$ cat src/rtl/d5m_pkg.sv
// Shared types and constants for the D5M sensor pattern generator.
package d5m_pkg;

    localparam int PIX_W = 12;

    localparam logic [PIX_W-1:0] LFSR_SEED = 12'hACE;

    typedef enum logic [2:0] {
        ST_IDLE,
        ST_FSTART,
        ST_ACTIVE,
        ST_HBLANK,
        ST_VBLANK
    } state_t;

    typedef enum logic [1:0] {
        MODE_XRAMP   = 2'd0,
        MODE_YRAMP   = 2'd1,
        MODE_CHECKER = 2'd2,
        MODE_LFSR    = 2'd3
    } mode_t;

endpackage

$ cat src/rtl/patgen_lfsr12.sv
// 12-bit Fibonacci LFSR (x^12+x^6+x^4+x+1) for pattern mode 3.
// Only compiled when D5M_PATGEN_LFSR_EN is defined.
`ifdef D5M_PATGEN_LFSR_EN
module patgen_lfsr12
    import d5m_pkg::*;
(
    input  logic             clk,
    input  logic             rst_n,
    input  logic             load,
    input  logic             adv,
    output logic [PIX_W-1:0] value
);

    logic fb;

    assign fb = value[11] ^ value[5] ^ value[3] ^ value[0];

    // Reload wins over advance so every frame replays the same sequence.
    always_ff @(posedge clk or negedge rst_n) begin
        if (!rst_n) begin
            value <= LFSR_SEED;
        end else if (load) begin
            value <= LFSR_SEED;
        end else if (adv) begin
            value <= {value[10:0], fb};
        end
    end

endmodule
`endif

$ cat src/rtl/d5m_pattern_gen.sv
// D5M sensor output emulator: FVAL/LVAL framing plus selectable test patterns.
// Define D5M_PATGEN_LFSR_EN to make mode 3 an LFSR; otherwise mode 3 is flat 12'h800.
module d5m_pattern_gen
    import d5m_pkg::*;
#(
    parameter int H_ACTIVE = 640,
    parameter int V_ACTIVE = 480,
    parameter int H_BLANK  = 160,
    parameter int V_BLANK  = 45
) (
    input  logic        iCLK,
    input  logic        iRST_N,
    input  logic        iSTART,
    input  logic        iSTOP,
    input  logic [1:0]  iMODE,
    output logic [11:0] oDATA,
    output logic        oFVAL,
    output logic        oLVAL,
    output logic [15:0] oX_Cont,
    output logic [15:0] oY_Cont,
    output logic [31:0] oFrame_Cont,
    output logic        oBUSY
);

    localparam logic [15:0] H_ACT_LAST = 16'(H_ACTIVE - 1);
    localparam logic [15:0] V_ACT_LAST = 16'(V_ACTIVE - 1);
    localparam logic [15:0] H_BLK_LAST = 16'(H_BLANK - 1);
    localparam logic [15:0] V_BLK_LAST = 16'(V_BLANK - 1);

    state_t           state, state_nx;
    mode_t            mode_q, mode_nx;
    logic [15:0]      cnt, cnt_nx;
    logic [15:0]      row, row_nx;
    logic             stop_pend, stop_nx;
    logic             fstart_entry;
    logic             fval_nx, lval_nx;
    logic [15:0]      x_nx, y_nx;
    logic [PIX_W-1:0] pix_nx;
    logic [PIX_W-1:0] mode3_pix;

    function automatic logic [PIX_W-1:0] pattern_pix(
        input mode_t            m,
        input logic [PIX_W-1:0] x,
        input logic [PIX_W-1:0] y,
        input logic [PIX_W-1:0] m3
    );
        logic [PIX_W-1:0] p;
        case (m)
            MODE_XRAMP:   p = x;
            MODE_YRAMP:   p = y;
            MODE_CHECKER: p = (x[3] ^ y[3]) ? 12'hFFF : 12'h000;
            default:      p = m3;
        endcase
        return p;
    endfunction

    // Next-state, counters and sticky stop request
    always_comb begin
        state_nx = state;
        cnt_nx   = cnt + 16'd1;
        row_nx   = row;
        stop_nx  = stop_pend;
        if (state != ST_IDLE && iSTOP) begin
            stop_nx = 1'b1;
        end
        case (state)
            ST_IDLE: begin
                cnt_nx = '0;
                if (iSTART) begin
                    state_nx = ST_FSTART;
                    stop_nx  = iSTOP;
                end
            end
            ST_FSTART: begin
                if (cnt == H_BLK_LAST) begin
                    state_nx = ST_ACTIVE;
                    cnt_nx   = '0;
                end
            end
            ST_ACTIVE: begin
                if (cnt == H_ACT_LAST) begin
                    state_nx = ST_HBLANK;
                    cnt_nx   = '0;
                end
            end
            ST_HBLANK: begin
                if (cnt == H_BLK_LAST) begin
                    cnt_nx = '0;
                    if (row == V_ACT_LAST) begin
                        state_nx = ST_VBLANK;
                        row_nx   = '0;
                    end else begin
                        state_nx = ST_ACTIVE;
                        row_nx   = row + 16'd1;
                    end
                end
            end
            ST_VBLANK: begin
                if (cnt == V_BLK_LAST) begin
                    cnt_nx   = '0;
                    state_nx = stop_pend ? ST_IDLE : ST_FSTART;
                end
            end
            default: begin
                state_nx = ST_IDLE;
                cnt_nx   = '0;
                row_nx   = '0;
            end
        endcase
        if (state_nx == ST_IDLE) begin
            stop_nx = 1'b0;
        end
    end

    // Outputs are computed from the next state so the registered copies line up with it
    always_comb begin
        fstart_entry = (state_nx == ST_FSTART) && (state != ST_FSTART);
        mode_nx      = fstart_entry ? mode_t'(iMODE) : mode_q;
        fval_nx      = (state_nx == ST_FSTART) || (state_nx == ST_ACTIVE) ||
                       (state_nx == ST_HBLANK);
        lval_nx      = (state_nx == ST_ACTIVE);
        x_nx         = lval_nx ? cnt_nx : 16'd0;
        y_nx         = fval_nx ? row_nx : 16'd0;
        pix_nx       = lval_nx ? pattern_pix(mode_nx, x_nx[11:0], y_nx[11:0], mode3_pix)
                               : 12'h000;
    end

`ifdef D5M_PATGEN_LFSR_EN
    patgen_lfsr12 u_lfsr (
        .clk   (iCLK),
        .rst_n (iRST_N),
        .load  (fstart_entry),
        .adv   (lval_nx),
        .value (mode3_pix)
    );
`else
    assign mode3_pix = 12'h800;
`endif

    always_ff @(posedge iCLK or negedge iRST_N) begin
        if (!iRST_N) begin
            state       <= ST_IDLE;
            mode_q      <= MODE_XRAMP;
            cnt         <= '0;
            row         <= '0;
            stop_pend   <= 1'b0;
            oDATA       <= '0;
            oFVAL       <= 1'b0;
            oLVAL       <= 1'b0;
            oX_Cont     <= '0;
            oY_Cont     <= '0;
            oFrame_Cont <= '0;
            oBUSY       <= 1'b0;
        end else begin
            state       <= state_nx;
            mode_q      <= mode_nx;
            cnt         <= cnt_nx;
            row         <= row_nx;
            stop_pend   <= stop_nx;
            oDATA       <= pix_nx;
            oFVAL       <= fval_nx;
            oLVAL       <= lval_nx;
            oX_Cont     <= x_nx;
            oY_Cont     <= y_nx;
            oBUSY       <= (state_nx != ST_IDLE);
            if (oFVAL && !fval_nx) begin
                oFrame_Cont <= oFrame_Cont + 32'd1;
            end
        end
    end

endmodule

$ cat config.mk
export PLATFORM = sky130hd
export DESIGN_NAME = d5m_pattern_gen
export DESIGN_NICKNAME = d
export VERILOG_FILES = /design/src/rtl/d5m_pkg.sv /design/src/rtl/patgen_lfsr12.sv /design/src/rtl/d5m_pattern_gen.sv
export SDC_FILE = /design/constraint.sdc
export NUM_CORES = 1
export LEC_CHECK = 0
export ABC_AREA = 1
export BUFFER_PORTS_ARGS = -buffer_cell sky130_fd_sc_hd__buf_2
export CORE_AREA = 8 8 139 128
export CTS_CLUSTER_DIAMETER = 80
export DETAILED_ROUTE_END_ITERATION = 8
export DIE_AREA = 0 0 147 136
export PLACE_DENSITY = 0.6
export SYNTH_ARGS = -nofsm -noshare
export SYNTH_HDL_FRONTEND = slang
export SYNTH_HIERARCHICAL = 1
export SYNTH_SLANG_ARGS = --single-unit
$ cat constraint.sdc
create_clock -name iCLK -period 2.1 [get_ports iCLK]
set_input_delay 0.21 -clock iCLK [delete_from_list [all_inputs] [get_ports iCLK]]
set_output_delay 0.21 -clock iCLK [all_outputs]
set_load 0.02 [all_outputs]
======== Word level (Yosys, flattened, before mapping) ========
Index checks and enable logic that the tools add are counted.
word-level totals
  logic and storage cells ................. 68
  bits of input ports ..................... 6
  bits in registers ....................... 117
  output and inout port bits .............. 79
operators by class
  bitwise operators ....................... 1
  equal/unequal tests ..................... 14
  reductions and logical operators ........ 13
  $add $sub $neg .......................... 3
  multiplexer cells ....................... 25
operators with widths
  operator                                               count
  2-to-1 mux 16 bit                                      7
  case mux 16 bit (3 select lines)                       1
  case mux 12 bit (3 select lines)                       1
  adder 16 x 1 -> 16 bit, second input constant          2
  adder 32 x 1 -> 32 bit, second input constant          1
  case mux 16 bit (2 select lines)                       1
  2-to-1 mux 12 bit                                      2
  2-to-1 mux 3 bit                                       6
  equality test 16 x 10 -> 1 bit, second input constant  1
  equality test 16 x 6 -> 1 bit, second input constant   1
  equality test 16 x 8 -> 1 bit, second input constant   1
  equality test 16 x 9 -> 1 bit, second input constant   1
  case mux 3 bit (5 select lines)                        1
  equality test 3 x 2 -> 1 bit, second input constant    4
  equality test 3 x 1 -> 1 bit, second input constant    2
  logical NOT 3 bit                                      2
  nonzero test 3 bit                                     2
  2-to-1 mux 1 bit                                       5
  OR reduction 4 bit                                     1
  equality test 3 bit, second input constant             1
  logical AND 1 bit                                      3
  inequality test 3 x 1 -> 1 bit, second input constant  1
  equality test 2 x 1 -> 1 bit, second input constant    1
  equality test 2 bit, second input constant             1
  other kinds (6)                                        7

======== Logic depth before layout (Yosys ltp) ========
Gate-level depths: netlist of the first run.
  word-level depth ........................ 12
  depth in mapped cells ................... 16
  depth with buffers taken out ............ 15

======== Least setup slack after synthesis of the first run ========
Ideal clock, no wire load.
  path kind ............................... register -> register
  from .................................... register row[0]
  to ...................................... register oDATA[10]
  path slack .............................. 60 ps
  buffers on the path ..................... 2
  clock period less this slack ............ 2040 ps
  arrival time ............................ 1903 ps
  stages on the path, launching flop included .. 15
  setup time .............................. 137 ps
  data required time ...................... 1963 ps
  cells stage by stage .................... dfrtp_1 -> ha_1 -> nand3_1 -> inv_2 -> nand3_1 -> nor2_1 -> nand2_2 -> a21oi_4 -> nand2_4 -> buf_6 -> buf_4 -> nand3_1 -> nand2_1 -> inv_1 -> a21oi_1
between the ends
  cells in the longest elaborated chain, start to end .. 12
  elaborated cells between the ends (all ways) .. 24
  those cells by class .................... add/sub (1); eq/ne (6); mux (12); bitwise (1); reduce/logical (4)
ends and longest elaborated chain
  what                                                                                 RTL line                text
  start: declaration                                                                   d5m_pattern_gen.sv:33   logic [15:0] row, row_nx;
  start signal: assignment                                                             d5m_pattern_gen.sv:158  row <= row_nx;
  equality test 16 x 9 -> 1 bit *                                                      d5m_pattern_gen.sv:89   if (row == V_ACT_LAST) begin
  2-to-1 mux 3 bit *                                                                   d5m_pattern_gen.sv:89
  2-to-1 mux 3 bit *                                                                   d5m_pattern_gen.sv:87   if (cnt == H_BLK_LAST) begin
  case mux 3 bit (5 select lines) *                                                    d5m_pattern_gen.sv:66   case (state)
  equality test 3 x 1 -> 1 bit / equality test 3 x 2 -> 1 bit (equally long branches)  d5m_pattern_gen.sv:119  fval_nx = (state_nx == ST_FSTART) || (state_nx == ST_ACTIVE) ||
  logical OR 1 bit                                                                     d5m_pattern_gen.sv:119
  logical OR 1 bit *                                                                   d5m_pattern_gen.sv:119
  via fval_nx                                                                          d5m_pattern_gen.sv:36   logic fval_nx, lval_nx;
  2-to-1 mux 16 bit *                                                                  d5m_pattern_gen.sv:123  y_nx = fval_nx ? row_nx : 16'd0;
  XOR 1 bit                                                                            d5m_pattern_gen.sv:51   MODE_CHECKER: p = (x[3] ^ y[3]) ? 12'hFFF : 12'h000;
  2-to-1 mux 12 bit                                                                    d5m_pattern_gen.sv:51
  case mux 12 bit (3 select lines) *                                                   d5m_pattern_gen.sv:48   case (m)
  2-to-1 mux 12 bit *                                                                  d5m_pattern_gen.sv:124  pix_nx = lval_nx ? pattern_pix(mode_nx, x_nx[11:0], y_nx[11:0], mode3_pix)
  via pix_nx[10]                                                                       d5m_pattern_gen.sv:38   logic [PIX_W-1:0] pix_nx;
  end signal: assignment                                                               d5m_pattern_gen.sv:160  oDATA <= pix_nx;
  end: declaration                                                                     d5m_pattern_gen.sv:16   output logic [11:0] oDATA,
The timed path passes the listed nets; every way through them passes the cells marked *.
A chain may end at the register's enable or synchronous reset.

======== Worst setup path in the final report of the first run ========
  from .................................... register cnt[1]
  to ...................................... register oFrame_Cont[16]
between the ends
  cells in the longest elaborated chain, start to end .. 8
  elaborated cells between the ends (all ways) .. 15
  those cells by class .................... eq/ne (6); mux (5); reduce/logical (4)
ends and longest elaborated chain
  what                                                                                 RTL line                text
  start: declaration                                                                   d5m_pattern_gen.sv:32   logic [15:0] cnt, cnt_nx;
  start signal: assignment                                                             d5m_pattern_gen.sv:157  cnt <= cnt_nx;
  equality test 16 x 6 -> 1 bit (tied with other cells)                                d5m_pattern_gen.sv:99   if (cnt == V_BLK_LAST) begin
  2-to-1 mux 3 bit, on equally long branches                                           n/a
  case mux 3 bit (5 select lines) *                                                    d5m_pattern_gen.sv:66
  equality test 3 x 1 -> 1 bit / equality test 3 x 2 -> 1 bit (equally long branches)  d5m_pattern_gen.sv:119
  logical OR 1 bit                                                                     d5m_pattern_gen.sv:119
  logical OR 1 bit *                                                                   d5m_pattern_gen.sv:119
  logical NOT 1 bit *                                                                  d5m_pattern_gen.sv:166  if (oFVAL && !fval_nx) begin
  logical AND 1 bit *                                                                  d5m_pattern_gen.sv:166
  end signal: assignment                                                               d5m_pattern_gen.sv:167  oFrame_Cont <= oFrame_Cont + 32'd1;
  end: declaration                                                                     d5m_pattern_gen.sv:21   output logic [31:0] oFrame_Cont,
Mark *: on every way between the ends. The rest lies on a longest branch, timed or not.

==> impl_metrics.py, run 1 <==
metrics = {
    "outcome": {
        "status": "finished with violations",
        "violations": "negative setup slack",
    },
    "worst_setup_path": {
        "rr_startpoint": "cnt[1]$_DFF_PN0_",
        "path_common_cell": "nand2_1",
        "critPathMaxFanout": 7,
        "worstSetupStartpointType": "flip-flop",
        "cp-end-kind": "flip-flop",
        "critPathKind": "flip-flop to flip-flop",
        "reg2reg_to": "oFrame_Cont[16]$_DFFE_PN0P_",
        "slowest_delay_ns": 0.41,
        "ff2ff_setup_slack_ns": -0.02,
        "path_cells": "ha_4 -> nand4_1 -> nor2_1 -> buf_4 -> nand3_1 -> nand2_2 -> a21oi_4 -> nand2_4 -> nor2_8 -> buf_12 -> nand2_8 -> nor2_4 -> nand2_1 -> nand2_1 -> nand2_1",
        "rr_worst_depth": 15,
        "crit_slowest_cell": "dfrtp_1",
        "required_ns": 2.41,
        "crit_arrival_ns": 2.43,
    },
    "final_layout": {
        "final_common_cell": "nand2_1",
        "drive_gt1_share_pct": 30.4,
        "layout_common_cells": "nand2_1 (218), dfrtp_1 (117), buf_4 (89)",
        "fin_nets": 978,
        "area_delta_synth_final_pct": 40.1,
        "diodes": 0,
    },
    "timing": {
        "hold_ws_ns": 0.111,
        "worstMarginPinSlew_ns": 0.529,
        "finalCriticalPeriod_ns": 2.12,
        "setup_ws_ns": -0.0163,
        "slew_headroom_pct": 64.7,
        "setup_violations": 1,
        "finalCritPeriodShare_pct": 101,
        "drv_slew": 0,
        "final_hold_viol_count": 0,
        "skew_ns": 0.0117,
        "rsz0062_at_grt": "yes",
        "fmax_mhz": 473,
    },
    "min_path": {
        "hp-start": "iSTOP",
        "hold_path_depth": 5,
        "hold_class": "input pin to flip-flop",
        "hold_end": "stop_pend$_DFF_PN0_",
    },
    "grt": {
        "track_usage_pct": 17.8,
        "grt_pass1_wl_mm": 28.0,
        "antenna_found_initial": 0,
        "grt_max_degree": 40,
        "first_global_vias": 5435,
        "overflow": 0,
    },
    "synthesis": {
        "synth_fp_nets": 786,
        "synth_edf_count": 0,
        "yosys.area.top_type": "dfrtp_1",
        "yosys.area_share.simple_pct": 32.4,
        "synthCells": 776,
        "synth_top_flop_cell": "dfrtp_1",
        "synth_mux_area_share_pct": 0,
        "synth_compound_area_share_pct": 4.07,
        "synthesis.area_per_instance_sq_um": 7.84,
        "synth_top_family_by_area": "simple AND/OR/NAND/NOR gates",
        "synth_async_sr_flop_share_pct": 100,
        "syn_area_sq_um": 6080,
        "yosys.area_share.adder_pct": 0.823,
        "post_synth_xor_area_fraction_pct": 6.91,
        "ys_ff_latch": 117,
        "yosys.cell_types.count": 36,
        "synth.area.top_cells": "dfrtp_1 (48%), nand2_1 (14%), inv_1 (5.7%)",
        "synth_top_area_share_pct": 48.1,
        "synth-seq-area-share_pct": 48.1,
        "yosysWarnings": 6,
    },
    "clock_tree": {
        "clk_latency_ns": 0.42,
        "htreeDepth": 4,
        "clock_sinks": 117,
        "root_buffer": "clkbuf_16",
        "numCtsBuffers": 17,
        "cts_tree": "built",
        "clockBufferDepth": 2,
        "path_clk_slew_ns": 0.06,
    },
    "pwr": {
        "ir_worst_vdd_uv": 547,
        "p_leak_nw": 4.33,
        "p_per_area_nw_per_um2": 668,
    },
    "drt": {
        "post-route-drc-count": 0,
        "wl_mm": 17.9,
        "ant_nets": 0,
        "via_per_inst": 4.77,
        "drt_iter0_markers": 312,
        "routedWlPerCell_um": 15.1,
        "drt_pass1_iterations": 4,
        "vias": 5661,
    },
    "placement": {
        "gp_congestion": 0.919,
        "port_buffers": 84,
        "preCtsSetupSlack_ns": -0.109,
        "dp_hpwl_mm": 13.3,
    },
    "floorplanning": {
        "die_x_um": 147,
        "core_sq_um": 15600,
        "ios": 85,
        "dieArea_sq_um": 20000,
        "row_count": 44,
        "die_h_um": 136,
        "start_util_pct": 38.9,
    },
    "run": {
        "max-cap-violations": 0,
    },
}
==> per-stage QoR <==
step / instance area, sq um / power, mW / setup TNS (ns) / instances / utilization (%)
6_report: 8520 / 5.70 / -0.0163 / 1188 / 54.5
5_1_grt: 8520 / 5.87 / -3.63 / 1188 / 54.5
4_1_cts: 8100 / 5.75 / -0.00524 / 1170 / 51.8
3_5_place_dp: 7350 / 2.39 / -1.06 / 1134 / 47.0
3_3_place_gp: 7350 / 2.39 / -0.0759 / 1134 / 47.0
2_1_floorplan: 6080 / 2.32 / 0 / 776 / -
==> per-layer routing <==
layer	vias up	GRT usage, %	part of all wire (%)
met2	136	28.3	47
met5	-	0	0
met1	2669	23.2	47
li1	2842	-	-
met3	14	4.99	5.4
met4	0	5.26	1.0
==> registers in the layout (all words and copies together) (netlist names), 2 cells and up <==
register and count:
oFrame_Cont 32, cnt 16, oX_Cont 16, oY_Cont 16, row 16, oDATA 12, state 3, mode_q 2
==> power breakdown <==
part	switching (mW)	leakage, nW	internal, mW	total [mW]
Sequential	0.00115	1.55	2.26	2.26
Combinational	0.0704	2.46	0.0322	0.103
Clock	1.06	0.317	2.28	3.34
==> how the worst max path moves through the flow <==
stage	startpoint	endpoint	slack, ns
5_1_grt	cnt[1]$_DFF_PN0_	oFrame_Cont[16]$_DFFE_PN0P_	-0.16
3_5_place_dp	cnt[0]$_DFF_PN0_	oDATA[1]$_DFF_PN0_	-0.11
3_3_place_gp	cnt[0]$_DFF_PN0_	oY_Cont[14]$_DFF_PN0_	-0.07
6_report	cnt[1]$_DFF_PN0_	oFrame_Cont[16]$_DFFE_PN0P_	-0.02
2_1_floorplan	row[0]$_DFF_PN0_	oDATA[10]$_DFF_PN0_	0.06
4_1_cts	cnt[0]$_DFF_PN0_	oDATA[4]$_DFF_PN0_	-0.005
==> layout make-up <==
cell class                      instances  area [sq um]
Clock buffer                           19           453
Clock inverter                         13           228
Fill cell                            1446          7110
Inverter                               99           383
Multi-Input combinational cell        546          2950
Sequential cell                       117          2930
Tap cell                              207           259
Timing Repair Buffer                  187          1320
==> worst max-delay path, delay by kind of cell, from the launching register on <==
kind	cells	cell delay, ns
and+or+nand+nor	11	0.98
buffers and inverters	2	0.27
adders and majority gates	1	0.18
AOI/OAI and AO/OA	1	0.15
DFF	1	0.41
==> logic make-up (layout without fill, tap and decap cells) <==
group,after synthesis,after routing
AOI/OAI and AO/OA,44,44
xor gates and xnor gates,48,48
adders and majority gates,4,4
buffers and inverters,114,318
DFF,117,117
and+or+nand+nor,449,450
==> Yosys cell counts (2+ instances only) <==
cell type  count
a21oi_1       13
buf_2          6
buf_4          3
buf_6          2
clkbuf_1       3
dfrtp_1      117
ha_1           4
inv_1         93
inv_2          5
nand2_1      227
nand2_2        5
nand2_4        3
nand3_1       57
nand3b_1       2
nand4_1       15
nor2_1        88
nor2_2         4
nor2_4         4
nor3_1        28
nor4_1        10
o211ai_1       2
o21ai_0       23
o21ai_2        2
or2_2          2
xnor2_1       15
xor2_1        33
==> what timing repair did <==
action,4_1_cts,5_1_grt
endpoints found under the hold margin,36,0
gates resized for setup,7,76
hold buffers,1,0
pin swaps,5,35
endpoints found under the setup margin,14,55
buffers inserted,3,17
gates cloned,0,1
Note: power is estimated with default switching activity, not from simulation.
==> run 2, diff against run 1 <==
PLACE_DENSITY = 0.58   (was 0.6)
clock period = 2.4 ns   (was 2.1 ns; I/O delays follow)
==> impl_metrics.py, run 2 (synthesized netlist as in run 1, its figures left out) <==
metrics = {
    "worst_setup_path": {
        "path_cells": "nor2_2 -> nand2_1 -> nor2_2 -> nand3_1 -> nand2_2 -> nand2_1 -> o21ai_2 -> inv_4 -> nor2_4 -> buf_12 -> nand2_1 -> o21ai_0 -> inv_1 -> a21oi_1",
        "critPathMaxFanout": 12,
        "required_ns": 2.74,
        "worstSetupStartpointType": "flip-flop",
        "crit_slowest_cell": "dfrtp_1",
        "cp_top_family": "simple AND/OR/NAND/NOR gates",
        "critPathKind": "flip-flop to flip-flop",
        "cp.buffers_inverters": 3,
        "slowest_delay_ns": 0.42,
        "crit_arrival_ns": 2.57,
        "cp-end-kind": "flip-flop",
        "path_common_cell": "nand2_1",
    },
    "final_layout": {
        "fin_nets": 908,
        "final_core_util_pct": 49.0,
        "final.fill_count": 1551,
        "drive_gt1_share_pct": 19.4,
        "seqCellArea_sq_um": 2930,
        "multi_input_area_sq_um": 2690,
        "final_common_cell": "nand2_1",
        "regMostFlops": "oFrame_Cont",
        "layout_common_cells": "nand2_1 (227), dfrtp_1 (117), inv_1 (93)",
        "diodes": 0,
        "area_delta_synth_final_pct": 26.0,
        "largest_register_ffs": 32,
    },
    "pwr": {
        "pwr-share-seq_pct": 39.4,
        "swShare_pct": 18.6,
        "p_switching_uw": 931,
        "p_per_area_nw_per_um2": 654,
        "p_comb_share_pct": 1.4,
        "p_int_mw": 4.08,
        "ir_worst_vdd_uv": 496,
        "pwr-share-clk_pct": 59.1,
        "p_leak_nw": 3.98,
    },
    "clock_tree": {
        "clockBufferDepth": 2,
        "cts_tree": "built",
        "htreeDepth": 4,
        "numCtsBuffers": 17,
        "path_clk_slew_ns": 0.05,
        "root_buffer": "clkbuf_16",
        "clk_latency_ns": 0.42,
        "clock_sinks": 117,
    },
    "floorplanning": {
        "start_util_pct": 38.9,
        "ios": 85,
        "core_sq_um": 15600,
        "dieArea_sq_um": 20000,
        "row_count": 44,
        "die_x_um": 147,
        "die_h_um": 136,
    },
    "timing": {
        "slew_headroom_pct": 59.3,
        "setup_violations": 0,
        "finalCritPeriodShare_pct": 93.0,
        "worstMarginPinSlew_ns": 0.609,
        "fmax_mhz": 448,
        "hold_ws_ns": 0.125,
        "drv_slew": 0,
        "skew_ns": 0.0136,
        "final_hold_viol_count": 0,
        "finalCriticalPeriod_ns": 2.23,
    },
    "placement": {
        "gp_congestion": 0.940,
        "dp_hpwl_mm": 12.5,
        "port_buffers": 84,
    },
    "drt": {
        "via_per_inst": 4.84,
        "drt_pass1_iterations": 6,
        "wl_mm": 16.7,
        "post-route-drc-count": 0,
        "ant_nets": 0,
        "vias": 5409,
        "drt_iter0_markers": 333,
        "routedWlPerCell_um": 14.9,
    },
    "grt": {
        "grtUsageMet3_pct": 5.19,
        "overflow": 0,
        "grt_use_met2_pct": 26.3,
        "antenna_found_initial": 0,
        "first_global_vias": 5377,
        "track_usage_pct": 17.3,
        "grt_pass1_wl_mm": 27.4,
        "use_met1_pct": 22.5,
        "grt_max_degree": 54,
        "busiest_layer": "met2",
    },
    "run": {
        "max-cap-violations": 0,
    },
    "min_path": {
        "hold_class": "input pin to flip-flop",
    },
    "outcome": {
        "status": "complete, no violations",
    },
}
## run 2: what timing repair did
action                                 CTS  global route
gates resized for setup                  0             1
hold buffers                             1             0
endpoints found under the hold margin   38             0
setup endpoints to repair                0            26
buffers inserted                         0             2
## run 2: final cells by class
class | count | share of cell area (%)
sequential | 117 | 38.2
tap | 207 | 3.38
clock inverter | 7 | 2.46
multi-input combinational | 545 | 35.1
timing repair buffer | 118 | 9.37
inverter | 99 | 4.88
clock buffer | 25 | 6.59
## run 2: tightest hold or removal path, cell delays in order
cell and delay (ns):
buf_2 0.07, o21ai_0 0.06, nand2_1 0.05, nand2_1 0.04, inv_1 0.04
## run 2: worst paths after layout
kind,startpoint,end,slack [ns],cells past startpoint
hold / removal,iSTOP,stop_pend$_DFF_PN0_,0.13,5
hold reg to reg,oFrame_Cont[4]$_DFFE_PN0P_,oFrame_Cont[4]$_DFFE_PN0P_,0.51,1
max in group asynchronous,iRST_N,oFrame_Cont[11]$_DFFE_PN0P_,1.30,3
setup / recovery,cnt[10]$_DFF_PN0_,oDATA[5]$_DFF_PN0_,0.17,14
setup reg to reg,cnt[10]$_DFF_PN0_,oDATA[5]$_DFF_PN0_,0.17,14
min in group asynchronous,iRST_N,row[11]$_DFF_PN0_,0.36,2
## run 2: power groups by stage
stage | Sequential (mW) | Clock [mW] | Combinational [mW]
finish | 1.98 | 2.96 | 0.0714
global route | 1.98 | 3.11 | 0.0843
CTS | 1.98 | 3.02 | 0.0719
detailed placement | 2.01 | 0 | 0.0708
global placement | 2.01 | 0 | 0.0704
floorplan | 2.01 | 0 | 0.0165
## run 2: stage by stage
stage | instances | setup TNS [ns] | setup slack, ns | cell area, sq um | power, mW
after floorplan | 776 | 0 | 0.360 | 6080 | 2.03
after global placement | 1083 | 0 | 0.171 | 6930 | 2.08
after detailed placement | 1083 | 0 | 0.136 | 6930 | 2.08
after CTS | 1116 | 0 | 0.126 | 7640 | 5.07
after global routing | 1118 | -0.00301 | -0.00301 | 7670 | 5.17
final | 1118 | 0 | 0.167 | 7670 | 5.01
## run 2: per-layer routing
layer	wire [um]	share of wire (%)
met2	7360	44
met5	0	0
met1	7800	47
met4	430	2.6
met3	1110	6.7
